`src/rtl/apb_reg_slave.sv`:
```
// ---------------------------------------------------------------------------
// apb_reg_slave
//
// APB completer with a small register bank, a programmable number of wait
// states per transfer and one read-only status register that reports how
// many transfers have completed without error.
//
// Ports:
//   pclk          clock, all logic on the rising edge
//   presetn       asynchronous active-low reset
//   paddr         transfer address (ADDR_W bits)
//   pselx         slave select
//   penable       access-phase strobe
//   pwrite        1 = write, 0 = read
//   pwdata        write data (DATA_W bits)
//   pready        transfer complete (registered)
//   prdata        read data (registered)
//   pslave_error  transfer error (registered)
//   dbg_state     current FSM state (0 = IDLE, 1 = ACCESS)
//
// Handshake: a transfer starts with a setup cycle (pselx=1, penable=0) seen
// in IDLE. The access phase (pselx=1, penable=1) lasts WAIT_CYCLES+1
// cycles; pready is high during the last one and the transfer completes at
// the edge that samples pready=1 with pselx=1, penable=1. Dropping pselx
// during the access phase aborts the transfer without side effects.
// ---------------------------------------------------------------------------
module apb_reg_slave #(
    parameter int ADDR_W      = 2,
    parameter int DATA_W      = 2,
    parameter int WAIT_CYCLES = 1,
    parameter int RO_ADDR     = 3
) (
    input  logic              pclk,
    input  logic              presetn,
    input  logic [ADDR_W-1:0] paddr,
    input  logic              pselx,
    input  logic              penable,
    input  logic              pwrite,
    input  logic [DATA_W-1:0] pwdata,
    output logic              pready,
    output logic [DATA_W-1:0] prdata,
    output logic              pslave_error,
    output logic              dbg_state
);

    localparam int                DEPTH = 2 ** ADDR_W;
    localparam logic [ADDR_W-1:0] RO    = ADDR_W'(RO_ADDR);
    localparam logic [2:0]        WC    = 3'(WAIT_CYCLES);

    typedef enum logic {
        IDLE   = 1'b0,
        ACCESS = 1'b1
    } state_t;

    state_t            state, state_nxt;
    logic [2:0]        wcnt, wcnt_nxt;
    logic [ADDR_W-1:0] addr_q, addr_nxt;
    logic              wr_q, wr_nxt;
    logic [DATA_W-1:0] wdata_q, wdata_nxt;
    logic              pready_nxt;
    logic [DATA_W-1:0] prdata_nxt;
    logic              perr_nxt;
    logic [DATA_W-1:0] xfer_cnt, xfer_cnt_nxt;
    logic              commit;
    logic [DATA_W-1:0] bank [DEPTH];

    // Response source: with zero wait states the response is produced at the
    // setup edge, before the setup values have been latched, so it must look
    // at the live bus; otherwise it uses the latched values.
    logic [ADDR_W-1:0] resp_addr;
    logic              resp_wr;
    logic              resp_err;
    logic [DATA_W-1:0] resp_data;

    always_comb begin
        resp_addr = (state == IDLE) ? paddr  : addr_q;
        resp_wr   = (state == IDLE) ? pwrite : wr_q;
        resp_err  = resp_wr && (resp_addr == RO);
        if (resp_wr) begin
            resp_data = '0;
        end else if (resp_addr == RO) begin
            resp_data = xfer_cnt;
        end else begin
            resp_data = bank[resp_addr];
        end
    end

    assign dbg_state = state;

    // State register
    always_ff @(posedge pclk or negedge presetn) begin
        if (!presetn) begin
            state <= IDLE;
        end else begin
            state <= state_nxt;
        end
    end

    // Next-state and datapath next values
    always_comb begin
        state_nxt    = state;
        wcnt_nxt     = wcnt;
        addr_nxt     = addr_q;
        wr_nxt       = wr_q;
        wdata_nxt    = wdata_q;
        pready_nxt   = pready;
        prdata_nxt   = prdata;
        perr_nxt     = pslave_error;
        xfer_cnt_nxt = xfer_cnt;
        commit       = 1'b0;

        case (state)
            IDLE: begin
                pready_nxt = 1'b0;
                prdata_nxt = '0;
                perr_nxt   = 1'b0;
                if (pselx && !penable) begin
                    addr_nxt  = paddr;
                    wr_nxt    = pwrite;
                    wdata_nxt = pwdata;
                    state_nxt = ACCESS;
                    if (WC == 3'd0) begin
                        pready_nxt = 1'b1;
                        prdata_nxt = resp_data;
                        perr_nxt   = resp_err;
                    end else begin
                        wcnt_nxt = WC;
                    end
                end
            end
            ACCESS: begin
                if (!pselx) begin
                    // Abort: nothing commits, counter untouched.
                    state_nxt  = IDLE;
                    pready_nxt = 1'b0;
                    prdata_nxt = '0;
                    perr_nxt   = 1'b0;
                end else if (penable) begin
                    if (!pready) begin
                        wcnt_nxt = wcnt - 3'd1;
                        if (wcnt == 3'd1) begin
                            pready_nxt = 1'b1;
                            prdata_nxt = resp_data;
                            perr_nxt   = resp_err;
                        end
                    end else begin
                        // Completion edge; an errored transfer has no effect.
                        if (!pslave_error) begin
                            commit       = wr_q;
                            xfer_cnt_nxt = xfer_cnt + DATA_W'(1);
                        end
                        state_nxt  = IDLE;
                        pready_nxt = 1'b0;
                        prdata_nxt = '0;
                        perr_nxt   = 1'b0;
                    end
                end
            end
            default: state_nxt = IDLE;
        endcase
    end

    // Datapath registers and register bank
    always_ff @(posedge pclk or negedge presetn) begin
        if (!presetn) begin
            wcnt         <= '0;
            addr_q       <= '0;
            wr_q         <= 1'b0;
            wdata_q      <= '0;
            pready       <= 1'b0;
            prdata       <= '0;
            pslave_error <= 1'b0;
            xfer_cnt     <= '0;
            for (int i = 0; i < DEPTH; i++) begin
                bank[i] <= '0;
            end
        end else begin
            wcnt         <= wcnt_nxt;
            addr_q       <= addr_nxt;
            wr_q         <= wr_nxt;
            wdata_q      <= wdata_nxt;
            pready       <= pready_nxt;
            prdata       <= prdata_nxt;
            pslave_error <= perr_nxt;
            xfer_cnt     <= xfer_cnt_nxt;
            if (commit) begin
                bank[addr_q] <= wdata_q;
            end
        end
    end

endmodule

```
`config.mk`:
```
export PLATFORM = sky130hd
export DESIGN_NAME = apb_reg_slave
export DESIGN_NICKNAME = d
export VERILOG_FILES = /design/src/rtl/apb_reg_slave.sv
export SDC_FILE = /design/constraint.sdc
export NUM_CORES = 1
export LEC_CHECK = 0
export ABC_AREA = 1
export CAP_MARGIN = 25
export CORE_MARGIN = 2
export CORE_UTILIZATION = 57
export CTS_BUF_LIST = sky130_fd_sc_hd__clkbuf_16
export DETAILED_ROUTE_END_ITERATION = 7
export HOLD_SLACK_MARGIN = 0.05
export PLACE_DENSITY = 0.82
export SYNTH_ARGS = -nofsm -noshare
export SYNTH_HDL_FRONTEND = slang
export SYNTH_SLANG_ARGS = --single-unit
```
`constraint.sdc`:
```
create_clock -name pclk -period 3.7 [get_ports pclk]
set_clock_uncertainty 0.15 [all_clocks]
set_input_delay 0.925 -clock pclk [delete_from_list [all_inputs] [get_ports pclk]]
set_output_delay 0.925 -clock pclk [all_outputs]
set_load 0.005 [all_outputs]
```
==> flow_summary.toml, run 1 <==
[run_status]
status = "finished clean"

[worst_setup_path]
arrival_ns = 1.35
crit_buf_inv = 1
critPathCaptureType = "primary output"
cp_slowest_cell = "clkdlybuf4s50_1"
r2r_end = "addr_q[1]"
cp-startpoint = "dbg_state"
crit_fanout = 9
critical_path_class = "reg -> out"
crit_chain = "clkdlybuf4s50_1"
r2r_slack_ns = 2.16
crit_path_start_kind = "register"
r2r_start = "dbg_state"
rr_worst_depth = 5
cp.required_ns = 2.62
critical_path.max_stage_delay_ns = 0.57
critPathTopFamily = "buffers and inverters"

[global_route]
grtUsageTotal_pct = 23.81
grt_pass1_wl_mm = 3.670
grt_max_degree = 22
first_global_vias = 869
grt-ovfl-total = 0
grt_antenna_before_repair = 0

[clock_network]
htreeDepth = 1
ctsHoldBuffers = 0
cts_tree = "built"
cts_resized = 0
cts_buffers = 3
cts_buffer_depth = 2
clkTransAtPathRegs_ns = 0.06
cts.sinks = 21
insertion_delay_ns = 0.25
cts_setup_buffers = 0
cts-root-buf = "clkbuf_16"

[flow_run]
drv_cap = 0

[cells_and_area]
final-instance-count-excl-fill = 178
areaGrowthSynthToFinish_pct = 20.11
utilization_pct = 74.96
layout-drive-gt1-share_pct = 7.190
diodes = 0
final_nets = 165

[pwr]
power_frac_clock_pct = 30.6
leakage_nw = 0.7161
power_frac_seq_pct = 44.1
finalPower_uw = 723.3
p_int_uw = 484.3
swShare_pct = 33.05
ir_drop_v = 0.0003653
pwr_density_cell_nw_per_um2 = 546.9
p_comb_share_pct = 25.3
p_switching_uw = 239.1

[routing]
drt-total-wl_mm = 2.151
wire_per_inst_um = 12.08
drc = 0
vias = 908
ant_nets = 0
dr.pass1.iters = 4
via_per_inst = 5.101
drtIter0Drc = 14

[synth]
syn_nets = 149
synth_edf_count = 0
syn_inst = 138
netlist.area_leader.share_pct = 47.73
syn_area_um2 = 1101
synthTopCellsByCount = "nand2_1 (51), dfrtp_1 (21), inv_1 (20)"
synth.largest_area_cell = "dfrtp_1"
synth.area.top_cells = "dfrtp_1 (48%), nand2_1 (17%), inv_1 (6.8%), nand3_1 (6.8%), o21ai_0 (3.6%)"
synth-main-ff-cell = "dfrtp_1"
synthArstFlopShare_pct = 100.0
synth_warnings = 0
avgSynthCellArea_um2 = 7.979
synthMostInstantiatedCell = "nand2_1"
ys_seq_area_share_pct = 47.73
synth_cell_types = 18
ys_seq_elements = 21

[placement]
routabilityCongestion = 0.9070
dp.cells = 174
pre_cts_ws_ns = 1.299
dp_hpwl_mm = 1.601
io_buffers = 13

[sta]
worst_pin_slew_ns = 0.9154
max-slew-margin-rel_pct = 38.78
timing.final.max_slew_violations = 0
finalCritPeriodShare_pct = 65.51
period_minus_slack_ns = 2.424
rsz0062_at_grt = "false"
hold_viol = 0
setup_tns_ns = 0
setup_violations = 0
fin_ws_ns = 1.276
fmaxAchievable_mhz = 412.5

[die]
initial_utilization_pct = 62.41
core-area_um2 = 1764
die_h_um = 47.95
die_area_um2 = 2299
num_rows = 15
io_pins = 14
die_w_um = 47.95

[worst_hold_path]
hp-class = "reg -> reg"
hp-start = "bank[4]"
holdPathStages = 2
holdPathEnd = "bank[4]"
-- logic make-up (layout without fill, tap and decap cells) --
family,after synthesis,count (layout),share of synthesized area [%]
xor gates and xnor gates,3,3,2.387
adders and majority gates,2,2,2.272
DFF,21,21,47.73
and+or+nand+nor,80,80,34.43
buffers and inverters,22,37,8.523
AOI/OAI and AO/OA,10,10,4.659
-- layout make-up --
type	count	area, um2
clock buffer	3	75.07
clock inverter	1	3.754
fill	140	441.7
inverter	20	75.07
multi-input combinational	95	481.7
sequential	21	525.5
tap	25	31.28
timing repair buffer	13	130.1
-- cells in the final DEF, fill, tap and decap left out --
master	synthesis	final
a21oi_1	1	1
clkbuf_16	0	3
clkdlybuf4s50_1	0	13
dfrtp_1	21	21
ha_1	2	2
inv_1	20	21
nand2_1	51	51
nand2_2	2	2
nand2_4	1	1
nand3_1	15	15
nand3_2	1	1
nand4_1	1	1
nor2_1	5	5
nor2_4	3	3
nor2_8	1	1
o21ai_0	8	8
o22ai_1	1	1
xor2_1	3	3
-- sequential cells by signal, indices dropped and copies added, names as in the netlist --
register      flops
addr_q            2
wcnt              3
pready            1
prdata            2
wr_q              1
bank              6
wdata_q           2
pslave_error      1
xfer_cnt          2
dbg_state         1
-- worst max-delay path by stage --
stage | to | depth (start not counted)
floorplan | bank[4] | 7
global placement | bank[4] | 8
detailed placement | bank[5] | 8
CTS | dbg_state | 1
global route | dbg_state | 1
finish | dbg_state | 1
-- power groups by stage --
stage               Sequential [mW]  Combinational [mW]  Clock [mW]
floorplan                     0.305               0.139           0
global placement              0.321               0.168           0
detailed placement            0.322               0.178           0
CTS                           0.318               0.182       0.221
global route                  0.327               0.208       0.233
finish                        0.319               0.183       0.221
-- worst register-to-register path: cells and delay by family, from the launching register on --
kind                   cells  cell delay, ns
AOI/OAI and AO/OA          1            0.08
buffers and inverters      2            0.33
DFF                        1            0.53
and+or+nand+nor            2            0.33
-- metal layers --
layer | part of all wire (%) | wire length [um] | track usage (%) | up-vias
met5 | 0 | 0 | 0 | -
met4 | 4.6 | 99 | 15.68 | 0
met3 | 3.7 | 79 | 3.396 | 11
met2 | 48 | 1029 | 38.40 | 30
met1 | 44 | 942 | 29.52 | 411
li1 | - | - | - | 456
-- through the flow --
stage,cell area [um2],hold WS (ns)
after floorplan,1101,0.2864
after global placement,1244,0.3066
after detailed placement,1244,0.3105
after CTS,1323,0.3242
after global routing,1323,0.3422
final,1323,0.3219
No activity file was read; power rests on OpenSTA's default activity.
==> inputs of run 2 (changes only) <==
CORE_UTILIZATION = 53   (was 57)
PLACE_DENSITY = 0.77   (was 0.82)
clock period = 2.4 ns   (was 3.7 ns; I/O delays follow)
==> run 2 against run 1 <==
Via count decreased by 0.77%. Wire length decreased by 4.9%. Largest cell class unchanged. Utilization decreased by 7.0 points. Critical path type unchanged. Final area increased by 0.76%. Sequential share of layout area decreased by 0.30 points. Largest power group unchanged. Register-to-register slack got worse by 1.3 ns. Combinational power increased by 47%. Critical endpoint unchanged. Global-route usage decreased by 4.2 points.
==> flow_summary.toml, run 2 (synthesis results as in run 1) <==
[run_status]
status = "finished clean"

[sta]
fmaxAchievable_mhz = 481.8
finalCritPeriodShare_pct = 86.48
rsz0062_at_grt = "false"
setup_tns_ns = 0
worst_pin_slew_ns = 0.3758
setup_violations = 0
timing.final.max_slew_violations = 0
period_minus_slack_ns = 2.075
max-slew-margin-rel_pct = 74.69
fin_ws_ns = 0.3245
hold_viol = 0

[global_route]
grt-ovfl-total = 0
grt_antenna_before_repair = 0
first_global_vias = 858
grt_max_degree = 22
grt_pass1_wl_mm = 3.643
grtUsageTotal_pct = 19.57

[flow_run]
drv_cap = 0

[cells_and_area]
final_nets = 166
diodes = 0
areaGrowthSynthToFinish_pct = 21.02
largest_reg_flops = 6
layout-drive-gt1-share_pct = 7.792
ff_latch_area_um2 = 525.5
final_common_cell = "nand2_1"
fillCellCount = 164
final_area_um2 = 1333
largestRegisters = "bank: 6 flops, wcnt: 3 flops"
regMostFlops = "bank"
multi_input_area_um2 = 481.7
final_cell_mix = "nand2_1 (51), inv_1 (21), dfrtp_1 (21), nand3_1 (15), clkdlybuf4s50_1 (13)"
final-instance-count-excl-fill = 181

[routing]
ant_nets = 0
via_per_inst = 4.978
vias = 901
dr.pass1.iters = 4
drt-total-wl_mm = 2.045
drc = 0
wire_per_inst_um = 11.30
drtIter0Drc = 19

[placement]
routabilityCongestion = 0.7513
dp.cells = 177
pre_cts_ws_ns = 0.3525
io_buffers = 13
dp_hpwl_mm = 1.517
placed_area_um2 = 1254

[pwr]
pwr_density_cell_nw_per_um2 = 825.5
p_comb_share_pct = 24.5
power_frac_clock_pct = 30.9
power_frac_seq_pct = 44.6
swShare_pct = 32.32
finalPower_mw = 1.100
ir_drop_v = 0.0006053
p_int_uw = 744.5
p_switching_uw = 355.5
leakage_nw = 0.7209

[die]
die_area_um2 = 2458
core-area_um2 = 1962
io_pins = 14
initial_utilization_pct = 56.12
die_h_um = 49.58
num_rows = 16
die_w_um = 49.58

[worst_setup_path]
cp.required_ns = 1.65
critical_path.max_stage_delay_ns = 0.56
crit_fanout = 9
critPathCaptureType = "primary output"
crit_chain = "clkdlybuf4s50_1"
critical_path_class = "reg -> out"
critPathTopFamily = "buffers and inverters"
crit_path_start_kind = "register"
crit_buf_inv = 1
cp_slowest_cell = "clkdlybuf4s50_1"
arrival_ns = 1.33

[clock_network]
cts_buffer_depth = 2
cts_setup_buffers = 0
cts.sinks = 21
cts_resized = 0
ctsHoldBuffers = 0
cts_tree = "built"
htreeDepth = 1
clkTransAtPathRegs_ns = 0.06
cts-root-buf = "clkbuf_16"
insertion_delay_ns = 0.25
cts_buffers = 3

[worst_hold_path]
hp-class = "reg -> reg"
==> run 2: path summary, 6_finish.rpt <==
kind	startpoint	end	slack, ns	cells after the start
setup / recovery	dbg_state	dbg_state	0.32	1
hold / removal	bank[3]	bank[3]	0.32	2
setup reg to reg	wcnt[1]	pslave_error	0.82	7
hold reg to reg	bank[3]	bank[3]	0.32	2
max in group asynchronous	presetn	bank[3]	1.34	2
min in group asynchronous	presetn	xfer_cnt[1]	0.54	2
==> run 2: power groups by stage <==
| stage | combinational, mW | clock [mW] | sequential, mW |
|---|---|---|---|
| 2_1_floorplan | 0.214 | 0 | 0.470 |
| 3_3_place_gp | 0.257 | 0 | 0.493 |
| 3_5_place_dp | 0.266 | 0 | 0.496 |
| 4_1_cts | 0.272 | 0.346 | 0.491 |
| 5_1_grt | 0.311 | 0.369 | 0.499 |
| 6_report | 0.269 | 0.340 | 0.491 |
==> run 2: cell type report <==
| cell class | count | area share [%] |
|---|---|---|
| timing repair buffer | 14 | 10.33 |
| sequential | 21 | 39.44 |
| tap | 27 | 2.535 |
| clock buffer | 3 | 5.634 |
| clock inverter | 1 | 0.2817 |
| multi-input combinational | 95 | 36.15 |
| inverter | 20 | 5.634 |
==> run 2: routing by layer <==
layer  vias to the layer above  GRT usage (%)  share of wire (%)
met3                         4          2.727                3.7
met2                        26          33.33                 50
li1                        457              -                  -
met4                         0          9.722                1.7
met1                       414          24.16                 44
met5                         -              0                  0
==> run 2: stage by stage <==
stage	hold WS (ns)	util (%)
5_1_grt	0.3576	67.92
3_3_place_gp	0.3082	63.90
4_1_cts	0.3295	67.92
2_1_floorplan	0.1544	-
3_5_place_dp	0.3161	63.90
6_report	0.3194	67.92
